File: config.mk
export PLATFORM = sky130hd
export DESIGN_NAME = trap_sequencer
export DESIGN_NICKNAME = d
export VERILOG_FILES = /design/src/rtl/trap_sequencer.sv
export SDC_FILE = /design/constraint.sdc
export NUM_CORES = 1
export LEC_CHECK = 0
export ABC_AREA = 1
export BUFFER_PORTS_ARGS = -buffer_cell sky130_fd_sc_hd__clkbuf_2
export CAP_MARGIN = 20
export CORE_MARGIN = 4
export CORE_UTILIZATION = 40
export DETAILED_ROUTE_END_ITERATION = 8
export GPL_ROUTABILITY_DRIVEN = 1
export MAX_ROUTING_LAYER = met4
export PLACE_DENSITY = 0.59
export REMOVE_ABC_BUFFERS = 1
export SLEW_MARGIN = 20
export SYNTH_ARGS = -nofsm -noshare
export SYNTH_HDL_FRONTEND = slang
export SYNTH_SLANG_ARGS = --single-unit
File: constraint.sdc
create_clock -name clk -period 14.8 [get_ports clk]
set_input_delay 0.74 -clock clk [delete_from_list [all_inputs] [get_ports clk]]
set_output_delay 0.74 -clock clk [all_outputs]
set_load 0.005 [all_outputs]
File: src/rtl/trap_sequencer.sv
// Trap sequencer: arbitrates trap, return and wait events, sequences the trap CSR
// update, and hands a redirect target to fetch over a valid/ready handshake.
module trap_sequencer #(
  parameter int XLEN        = 64,
  parameter int WFI_TIMEOUT = 16
) (
  input  logic            clk,
  input  logic            reset,
  input  logic            IllegalInstrFaultM,
  input  logic            EcallFaultM,
  input  logic            BreakpointFaultM,
  input  logic            mretM,
  input  logic            wfiM,
  input  logic            InterruptPendingM,
  input  logic [3:0]      IntCauseM,
  input  logic [XLEN-1:0] PCM,
  input  logic [XLEN-1:0] MTVEC_REGW,
  input  logic [XLEN-1:0] MEPC_REGW,
  input  logic [1:0]      PrivilegeModeW,
  input  logic            WfiTrapEn,
  output logic            RedirectValid,
  output logic [XLEN-1:0] RedirectPC,
  input  logic            RedirectReady,
  output logic            CSRWriteM,
  output logic [XLEN-1:0] MEPCWrite,
  output logic [XLEN-1:0] MCAUSEWrite,
  output logic            Busy,
  output logic            Sleeping
);

  localparam int              CW       = $clog2(WFI_TIMEOUT + 1);
  localparam logic [CW-1:0]   CNT_LAST = CW'(WFI_TIMEOUT - 1);
  localparam logic [CW-1:0]   CNT_MAX  = CW'(WFI_TIMEOUT);
  localparam logic [XLEN-1:0] FOUR     = XLEN'(4);

  typedef enum logic [1:0] {
    IDLE     = 2'd0,
    SAVE     = 2'd1,
    REDIRECT = 2'd2,
    SLEEP    = 2'd3
  } state_t;

  state_t          state_r, next_s;
  logic [XLEN-1:0] epc_r, epcNext_s;
  logic [XLEN-1:0] cause_r, causeNext_s;
  logic [XLEN-1:0] targetNext_s, trapBase_s, trapTarget_s;
  logic [CW-1:0]   cnt_r, cntNext_s;

  function automatic logic [XLEN-1:0] intCause(input logic [3:0] code);
    logic [XLEN-1:0] c;
    c           = '0;
    c[XLEN-1]   = 1'b1;
    c[3:0]      = code;
    return c;
  endfunction

  // Trap vector: vectored mode only offsets interrupt causes
  always_comb begin
    trapBase_s = {MTVEC_REGW[XLEN-1:2], 2'b00};
    if ((MTVEC_REGW[1:0] == 2'b01) && cause_r[XLEN-1]) begin
      trapTarget_s = trapBase_s + {{(XLEN-6){1'b0}}, cause_r[3:0], 2'b00};
    end else begin
      trapTarget_s = trapBase_s;
    end
  end

  // Next-state, captured EPC/cause, wait counter and redirect target
  always_comb begin
    next_s       = state_r;
    epcNext_s    = epc_r;
    causeNext_s  = cause_r;
    cntNext_s    = cnt_r;
    targetNext_s = RedirectPC;
    case (state_r)
      IDLE: begin
        if (InterruptPendingM) begin
          next_s      = SAVE;
          epcNext_s   = PCM;
          causeNext_s = intCause(IntCauseM);
        end else if (BreakpointFaultM) begin
          next_s      = SAVE;
          epcNext_s   = PCM;
          causeNext_s = XLEN'(4'd3);
        end else if (EcallFaultM) begin
          next_s      = SAVE;
          epcNext_s   = PCM;
          causeNext_s = XLEN'(4'd8 + {2'b00, PrivilegeModeW});
        end else if (IllegalInstrFaultM) begin
          next_s      = SAVE;
          epcNext_s   = PCM;
          causeNext_s = XLEN'(4'd2);
        end else if (mretM) begin
          next_s       = REDIRECT;
          targetNext_s = MEPC_REGW;
        end else if (wfiM) begin
          next_s    = SLEEP;
          epcNext_s = PCM + FOUR;
          cntNext_s = '0;
        end else begin
          next_s = IDLE;
        end
      end
      SAVE: begin
        next_s       = REDIRECT;
        targetNext_s = trapTarget_s;
      end
      REDIRECT: begin
        if (RedirectReady) begin
          next_s = IDLE;
        end else begin
          next_s = REDIRECT;
        end
      end
      SLEEP: begin
        // Saturate rather than wrap so an untimed wait never re-arms the timeout
        if (cnt_r == CNT_MAX) begin
          cntNext_s = cnt_r;
        end else begin
          cntNext_s = cnt_r + 1'b1;
        end
        if (InterruptPendingM) begin
          next_s      = SAVE;
          causeNext_s = intCause(IntCauseM);
        end else if (WfiTrapEn && (cnt_r >= CNT_LAST)) begin
          next_s      = SAVE;
          causeNext_s = XLEN'(4'd2);
          epcNext_s   = epc_r - FOUR;
        end else begin
          next_s = SLEEP;
        end
      end
      default: begin
        next_s = IDLE;
      end
    endcase
  end

  // State and registered outputs, decoded from the next state
  always_ff @(posedge clk or posedge reset) begin
    if (reset) begin
      state_r       <= IDLE;
      epc_r         <= '0;
      cause_r       <= '0;
      cnt_r         <= '0;
      CSRWriteM     <= 1'b0;
      MEPCWrite     <= '0;
      MCAUSEWrite   <= '0;
      RedirectValid <= 1'b0;
      RedirectPC    <= '0;
      Busy          <= 1'b0;
      Sleeping      <= 1'b0;
    end else begin
      state_r       <= next_s;
      epc_r         <= epcNext_s;
      cause_r       <= causeNext_s;
      cnt_r         <= cntNext_s;
      CSRWriteM     <= (next_s == SAVE);
      MEPCWrite     <= (next_s == SAVE) ? epcNext_s : '0;
      MCAUSEWrite   <= (next_s == SAVE) ? causeNext_s : '0;
      RedirectValid <= (next_s == REDIRECT);
      RedirectPC    <= (next_s == REDIRECT) ? targetNext_s : '0;
      Busy          <= (next_s != IDLE);
      Sleeping      <= (next_s == SLEEP);
    end
  end

endmodule

# Word-level counts from Yosys, hierarchy flattened
# Cells that the tools add are included.
# totals
output_inout_bits	196
input_bits	208
register_bits	331
# op_classes
muxes	44
eq_ne	21
order_cmp	1
n_reduce_logical	7
addsub	5
# op_table
operator	n
$mux 64	23
$pmux 64 s2	3
$add 64x3->64 const B	1
$add 64x6->64	1
$sub 64x3->64 const B	1
$mux 5	7
$mux 2	9
$ne 3x3->1 const B	5
$ne 2x2->1 const B	7
$pmux 5 s2	1
$eq 2x2->1 const B	4
$pmux 2 s4	1
$reduce_and 8->1	1
$eq 2x1->1 const B	3
$reduce_and 6->1	1
$add 4x2->5 const A	1
$add 5x1->5 const B	1
$eq 5x5->1 const B	1
$ge 5x4->1 const B	1
$reduce_bool 2->1	2
$ne 3x1->1 const B	1
$logic_and 1x1->1	2
$logic_not 2->1	1

# Logic depth before layout (Yosys ltp)
# Gate-level depths: netlist (run 1).
# depth
depth_word	10
ltp_mapped	18

# Worst setup path after synthesis (run 1)
# OpenSTA, ideal clock, no wires.
# synth_path
path_kind	in2reg
start	input MTVEC_REGW[2]
end	register RedirectPC[50]
arrival_ps	2247
path_slack_ps	12436
t_required_ps	14684
path_buffers	0
path_stages	15
path_cell_list	ha_1 > fa_1 > nand3_1 > nand2_2 > nand2_1 > nor2_1 > nand3_1 > nor2_1 > inv_1 > nor2_2 > nand2_1 > nand2_1 > nand3_1 > nand2_1 > nand2_1
# synth_between
elab_chain_cells	4
# synth_rtl
item	line	rtl
start: declaration	17	input logic [XLEN-1:0] MTVEC_REGW,
$add 64x6->64	61	trapTarget_s = trapBase_s + {{(XLEN-6){1'b0}}, cause_r[3:0], 2'b00};
$mux 64	60	if ((MTVEC_REGW[1:0] == 2'b01) && cause_r[XLEN-1]) begin
$pmux 64 s2	74	case (state_r)
$mux 64	161	RedirectPC <= (next_s == REDIRECT) ? targetNext_s : '0;
end signal: assignment	161	
end: declaration	22	output logic [XLEN-1:0] RedirectPC,
# No other way between the ends.
# A chain may end at the register's enable or synchronous reset.

# Worst setup path in the final report (run 1)
# layout_path
start	input InterruptPendingM
end	register MEPCWrite[2]
# layout_between
elab_chain_cells	4
elab_cells_between_ends	8
cone_classes	1 x eq/ne; 7 x mux
# layout_rtl
item	line	rtl
start: declaration	14	input logic InterruptPendingM,
$mux 2, on equally long branches	121, 76	
$pmux 2 s4 *	74	
named net next_s[1]	43	state_t state_r, next_s;
$eq 2x1->1 *	158	MEPCWrite <= (next_s == SAVE) ? epcNext_s : '0;
$mux 64 *	158	
end signal: assignment	158	
end: declaration	25	output logic [XLEN-1:0] MEPCWrite,
# Mark *: on every way through the listed nets, which the timed path passes. The rest lies on a longest branch.

==> results of run 1 <==
## metrics by stage
step           area, sq um  hold WS [ns]
4_1_cts              23400         0.403
3_3_place_gp         22200         0.462
6_report             23400         0.358
5_1_grt              23400         0.434
2_1_floorplan        19200         0.461
3_5_place_dp         22200         0.463
## worst max path at each step
stage,from,endpoint,slack [ns],depth (start not counted)
floorplan,reset,Busy$_DFF_PP0_,4.89,1
CTS,InterruptPendingM,MEPCWrite[2]$_DFF_PP0_,10.94,10
finish,InterruptPendingM,MEPCWrite[2]$_DFF_PP0_,10.91,10
global route,InterruptPendingM,MCAUSEWrite[11]$_DFF_PP0_,10.60,10
detailed placement,InterruptPendingM,MEPCWrite[2]$_DFF_PP0_,10.33,10
global placement,InterruptPendingM,MEPCWrite[2]$_DFF_PP0_,10.40,10
## Yosys cell counts (3+ instances only)
cell type	number	area, sq um
nor3_1	117	586
and2_1	7	43.8
o21ai_1	33	165
nand2_2	11	68.8
nor4_1	3	18.8
or2_2	9	56.3
buf_2	25	125
a22oi_1	22	165
or2_0	3	18.8
xor2_1	36	315
a21oi_1	120	601
xnor2_1	7	61.3
nand3b_1	12	90.1
a31oi_1	7	43.8
o22ai_1	9	56.3
buf_4	7	52.6
inv_2	13	48.8
dfrtp_1	331	8280
nand3_1	203	1020
a211oi_1	20	150
nor2_1	404	1520
o211ai_1	16	120
inv_1	338	1270
nand3_4	3	52.6
buf_1	15	56.3
buf_6	6	67.6
clkbuf_1	40	150
ha_1	13	163
nand3_2	3	30.0
nand2_1	698	2620
nor2_2	19	119
nand4_1	60	375
nor2_4	8	90.1
o21ai_0	155	776
## layer usage
metal  GRT usage [%]  up-vias  part of all wire (%)  wire [um]
met3            5.44      182                   7.6       5960
met5               -        -                     0          0
li1                -     9807                     -          -
met2            47.6      858                    46      36600
met4            11.3        0                   4.3       3410
met1            38.2     9640                    42      32900
## where the power goes
part           total (mW)  internal [mW]  switching, mW
Clock               0.910          0.519          0.390
Combinational        1.59          0.414           1.18
Sequential           1.22           1.08          0.134
## worst max-delay path: cells and delay by family
kind	cells	cell delay (ns)
simple gates	5	1.67
buf+inv	4	1.70
compound gates	1	0.21
## state kept, by name, summed over array words and instances, names as in the netlist
name / count
Busy: 1
CSRWriteM: 1
MCAUSEWrite: 64
MEPCWrite: 64
RedirectPC: 64
RedirectValid: 1
Sleeping: 1
cause_r: 64
cnt_r: 5
epc_r: 64
state_r: 2
## kinds of logic after synthesis
family / synth area share (%)
muxes: 0.0509
xor gates and xnor gates: 1.91
AOI/OAI and AO/OA: 11.1
buffers and inverters: 9.05
DFF: 42.1
adders and majority gates: 0.928
and+or+nand+nor: 34.8
## layout make-up
class | count | share of cell area, %
clock inverter | 7 | 0.380
tap | 664 | 3.55
inverter | 352 | 5.70
multi-input combinational | 2025 | 41.2
timing repair buffer | 418 | 9.16
sequential | 331 | 35.4
antenna | 3 | 0.0321
clock buffer | 55 | 4.59
==> results.md, run 1 <==
- NumNets Final: ~3,400
- Max cap viols: 0
- Total track usage: between 20 and 30%
- Placement Setup Slack: 10.33 ns
- First-pass GRT wire length: 119,000 um
- Initial Util: 40.4%
- Sum Neg Setup Slack: 0 ns
- Die Area: 0.0528 sq mm
- Largest net degree at the start of global routing: 127
- CTS resizes: 0
- Clock skew: slightly above 0.04 ns
- Reg2reg end: MEPCWrite[2]$_DFF_PP0_
- Worst VDD drop: 0.0975 mV
- Final worst-path cycle share: a little over a quarter
- Sequential Area: between 0.008 and 0.009 sq mm
- Htree depth: 2
- # fillers: a little over 5,000
- Area growth, synth to finish: 18.9%
- Period minus WS final: 3.89 ns
- RR Startpoint: cnt_r[0]$_DFFE_PP0P_
- Syn. warnings: 0
- DIE HEIGHT: around 230 um
- DRT iter0 DRCs: 1,811
- Final Worst Setup Slack: around 11 ns
- GPL Wtd Cong: about 0.99
- I/O Buffers: roughly 400
- Post-CTS setup buffers: 0
- Syn Area/Cell: about 7 sq um
- Utilization after layout: 48.0%
- Crit path arrival time: approximately 4.4 ns
- Share of cells above drive strength 1: between 10% and 20%
- FF-to-FF path depth: 15
- Initial antenna violation count: 2
- Number of flops mapped to enable cells by yosys: 0
- Main synth FF type: dfrtp_1
- Detail Route Antenna Nets: 0
- Hold Vio Cnt, Final: 0
- CP Launch Type: input pin
- CTS max path bufs: 3
- RSZ-0062 raised after global routing: no
- Unique masters post-synth: 55
- Fin cells: roughly 3,900
- Clk root buf: clkbuf_16
- I/O pin total: 404
- Commonest non-fill, non-tap cell in the layout: nand2_1
- CTS tree: built
- Post-synth ARST share: 100%
- Row cnt: 81
- DR DRC count: 0
- Worst path cell trace: clkbuf_2, nor2_4, nand2_4, inv_1, o211ai_1, nand2_2, inv_2, nand2_4, inv_1, and2_1
- Sequential-to-total area share from yosys stat: between 40% and 50%
- Avg WL per Cell: 20.5 um
- Static Leak: 11.7 nW
- CP Capture Type: register
- DRT Pass-1 Iters: 5
- Vias per cell: ~5.3
- Worst Path Max Fanout: 63
- Critical Path RT: 15.27 ns
- Power per cell area: 159 mW/mm^2
- Die width: around 230 um
- Synth Register Bits: 331
- Kind of critical path: input pin to register
- Worst path slowest cell: inv_1
- Number of global-route vias before repair: just under 20,000
- Worst slew pin tran: roughly 0.99 ns
- CTS buffer count: 37
- Multi-input gate area: roughly 0.0096 sq mm
- Routed vias: 20,500
- Hold Path Class: input pin to async pin
- CTS hold repair buffers: 0
- Status: finished, final reports clean
- CTS Sinks: 331
- Commonest non-fill, non-tap cells in the layout: 698 x nand2_1, 404 x nor2_1, 403 x clkbuf_2
- Clock latency at the later pin of the worst-skew pair: roughly 0.59 ns
- DP Wirelength: about 61,000 um
- Endpoints failing setup: 0
- Core area: about 0.05 sq mm
- Slew Viols, Final: 0
- Clock Pin Slew Worst Setup and Hold Paths: 0.06 ns
- Reg2Reg Setup Slack: between 10 and 15 ns
- Max-slew headroom: 34.0%
- Mapped Area: 0.0197 sq mm
- Total power draw: 3.72 mW
- Final WL: between 70,000 and 80,000 um
- Cells after synthesis: ~2,800
- Fmax: roughly 260 MHz
- GRT overflow: 0
- Critical Path Max Stage Delay: 0.86 ns
- Placed cells: between 3,000 and 4,000
Note: power is estimated with default switching activity, not from simulation.
==> run 2, diff against run 1 <==
--- a/config.mk
+++ b/config.mk
@@ -13,7 +13,7 @@
 export DETAILED_ROUTE_END_ITERATION = 8
 export GPL_ROUTABILITY_DRIVEN = 1
 export MAX_ROUTING_LAYER = met4
-export PLACE_DENSITY = 0.59
+export PLACE_DENSITY = 0.62
 export REMOVE_ABC_BUFFERS = 1
 export SLEW_MARGIN = 20
 export SYNTH_ARGS = -nofsm -noshare
==> constraint.sdc (replaced) <==
create_clock -name clk -period 3.3 [get_ports clk]
set_input_delay 0.165 -clock clk [delete_from_list [all_inputs] [get_ports clk]]
set_output_delay 0.165 -clock clk [all_outputs]
set_load 0.005 [all_outputs]
==> results.md, run 2 (same netlist as run 1, synthesis figures left out) <==
- DIE HEIGHT: 230 um (unchanged)
- Die Area: 0.0528 sq mm (unchanged)
- Hold Vio Cnt, Final: 0 (unchanged)
- Initial Util: 40.4% (unchanged)
- Pint: 9.81 mW (was 2.02 mW)
- CTS max path bufs: 3 (unchanged)
- CTS Sinks: 331 (unchanged)
- CTS buffer count: 39 (was 37)
- Commonest non-fill, non-tap cells in the layout: 697 x nand2_1, 403 x clkbuf_2, 401 x nor2_1 (was 698 x nand2_1, 404 x nor2_1, 403 x clkbuf_2)
- Power per cell area: 714 mW/mm^2 (was 159 mW/mm^2)
- Endpoints failing setup: 0 (unchanged)
- I/O Buffers: 403 (unchanged)
- RSZ-0062 raised after global routing: no (unchanged)
- Critical Path RT: 3.75 ns (was 15.27 ns)
- DRT Pass-1 Iters: 6 (was 5)
- Static Leak: 12.4 nW (was 11.7 nW)
- Kind of critical path: register to register (was input pin to register)
- Final WL: 82,100 um (was 78,900 um)
- Multi-input gate area: 0.00964 sq mm (was 0.00963 sq mm)
- Clock skew: 0.0188 ns (was 0.0407 ns)
- Worst VDD drop: 0.472 mV (was 0.0975 mV)
- GRT overflow: 0 (unchanged)
- Status: finished, final reports clean (unchanged)
- DRT iter0 DRCs: 2,054 (was 1,811)
- Crit path arrival time: 3.48 ns (was 4.36 ns)
- Max-slew headroom: 45.1% (was 34.0%)
- Ant diodes: 0 (was 3)
- Total power draw: 17.7 mW (was 3.72 mW)
- GPL Wtd Cong: 1.02 (was 0.992)
- Clk root buf: clkbuf_16 (unchanged)
- Max cap viols: 0 (unchanged)
- Row cnt: 81 (unchanged)
- Commonest non-fill, non-tap cell in the layout: nand2_1 (unchanged)
- Logic pwr share: 43.4% (was 42.8%)
- DP Wirelength: 63,200 um (was 60,900 um)
- Slew Viols, Final: 0 (unchanged)
- Fmax: ~330 MHz
- Sum Neg Setup Slack: 0 ns (unchanged)
- Flop pwr share: 31.0% (was 32.7%)
- Core area: 0.0487 sq mm (unchanged)
- Worst slew pin tran: 0.823 ns (was 0.989 ns)
- Die width: 230 um (unchanged)
- Period minus WS final: between 3 and 4 ns
- Largest net degree at the start of global routing: 94 (was 127)
- Hold_ws: 0.0238 ns (was 0.358 ns)
- CTS tree: built (unchanged)
- Number of global-route vias before repair: 20,700 (was 19,800)
- Placed cells: 3,819 (was 3,789)
- Sw Share: 44.5% (was 45.7%)
- Share of cells above drive strength 1: 17.9% (was 17.3%)
- CP Launch Type: register (was input pin)
- Final worst-path cycle share: between 90% and 100%
- First-pass GRT wire length: 124,000 um (was 119,000 um)
- Placed Area: 0.0225 sq mm (was 0.0222 sq mm)
- Non-Filler Cell Area, Final: 0.0248 sq mm (was 0.0234 sq mm)
- P_sw: 7.87 mW (was 1.70 mW)
- Detail Route Antenna Nets: 0 (unchanged)
- NumNets Final: 3,508 (was 3,387)
- Vias per cell: 5.31 (about the same)
- Utilization after layout: 50.8% (was 48.0%)
- Clock power frac: 25.6% (was 24.5%)
- Clock Pin Slew Worst Setup and Hold Paths: 0.06 ns (about the same)
- Routed vias: 21,100 (was 20,500)
- CP Capture Type: register (unchanged)
- Post-CTS setup buffers: 0 (unchanged)
- Fin cells: 3,978 (was 3,855)
- Final Worst Setup Slack: 0.268 ns (was 10.91 ns)
- # fillers: 4,907 (was 5,123)
- Placement Setup Slack: 0.608 ns (was 10.33 ns)
- Avg WL per Cell: 20.6 um (was 20.5 um)
- Clock latency at the later pin of the worst-skew pair: 0.57 ns (was 0.59 ns)
- DR DRC count: 0 (unchanged)
- Initial antenna violation count: 0 (was 2)
- Hold Path Class: input pin to register (was input pin to async pin)
- I/O pin total: 404 (unchanged)
- Sequential Area: 0.00828 sq mm (unchanged)
- Worst Path Max Fanout: 7 (was 63)
- Total track usage: 31.1% (was 29.9%)
- Area growth, synth to finish: 25.9% (was 18.9%)
- Htree depth: 2 (unchanged)
==> run 2: cell count changes in the layout (fill, tap and decap cells not counted), sizes merged <==
cell         change
buf             +29
dlygate4sd3     +90
bufinv           +4
clkinvlp         +1
diode            -3
inv              +2
==> run 2: per-layer routing <==
layer / global-route usage, % / wire length, um / share of wire (%)
met2: 50.7 / 38400 / 47
met3: 4.58 / 5670 / 6.9
met4: 9.91 / 2970 / 3.6
met1: 40.3 / 35100 / 43
met5: - / 0 / 0
==> run 2: worst paths after layout <==
path / startpoint / to / slack (ns) / cells past startpoint
max: cause_r[0]$_DFF_PP0_ / RedirectPC[58]$_DFFE_PP0P_ / 0.27 / 16
min: PCM[59] / epc_r[59]$_DFF_PP0_ / 0.02 / 5
max reg2reg: cause_r[0]$_DFF_PP0_ / RedirectPC[58]$_DFFE_PP0P_ / 0.27 / 16
min reg2reg: RedirectPC[1]$_DFFE_PP0P_ / RedirectPC[1]$_DFFE_PP0P_ / 0.48 / 2
max in group asynchronous: reset / MCAUSEWrite[56]$_DFF_PP0_ / 2.12 / 4
min in group asynchronous: reset / cause_r[31]$_DFF_PP0_ / 0.30 / 3
==> run 2: layout make-up <==
| cell class | count | area share [%] |
|---|---|---|
| multi-input combinational | 2025 | 38.9 |
| sequential | 331 | 33.4 |
| timing repair buffer | 537 | 13.5 |
| inverter | 352 | 5.38 |
| clock buffer | 55 | 4.46 |
| tap | 664 | 3.35 |
| clock inverter | 14 | 0.985 |
==> run 2: repair_timing <==
| action | CTS | global route |
|---|---|---|
| resized for setup | 0 | 9 |
| hold endpoints to repair | 168 | 0 |
| hold buffers | 90 | 0 |
| endpoints found under the setup margin | 0 | 11 |
==> run 2: critical path, stage by stage (launching register included) <==
cell	delay, ns
dfrtp_1	0.39
ha_1	0.20
fa_1	0.22
nand3_1	0.10
nand2_2	0.15
nand2_1	0.09
nor2_1	0.17
nand3_1	0.21
nor2_2	0.19
inv_1	0.12
nor2_2	0.18
nand2_1	0.07
nand2_1	0.06
nand3_1	0.07
nand2_1	0.08
dlygate4sd3_1	0.55
nand2_1	0.06
==> run 2: power groups by stage <==
stage | clock, mW | sequential (mW) | combinational (mW)
2_1_floorplan | 0 | 5.37 | 4.16
3_3_place_gp | 0 | 5.51 | 7.45
3_5_place_dp | 0 | 5.52 | 7.47
4_1_cts | 4.63 | 5.46 | 7.60
5_1_grt | 4.78 | 5.56 | 8.44
6_report | 4.53 | 5.48 | 7.67
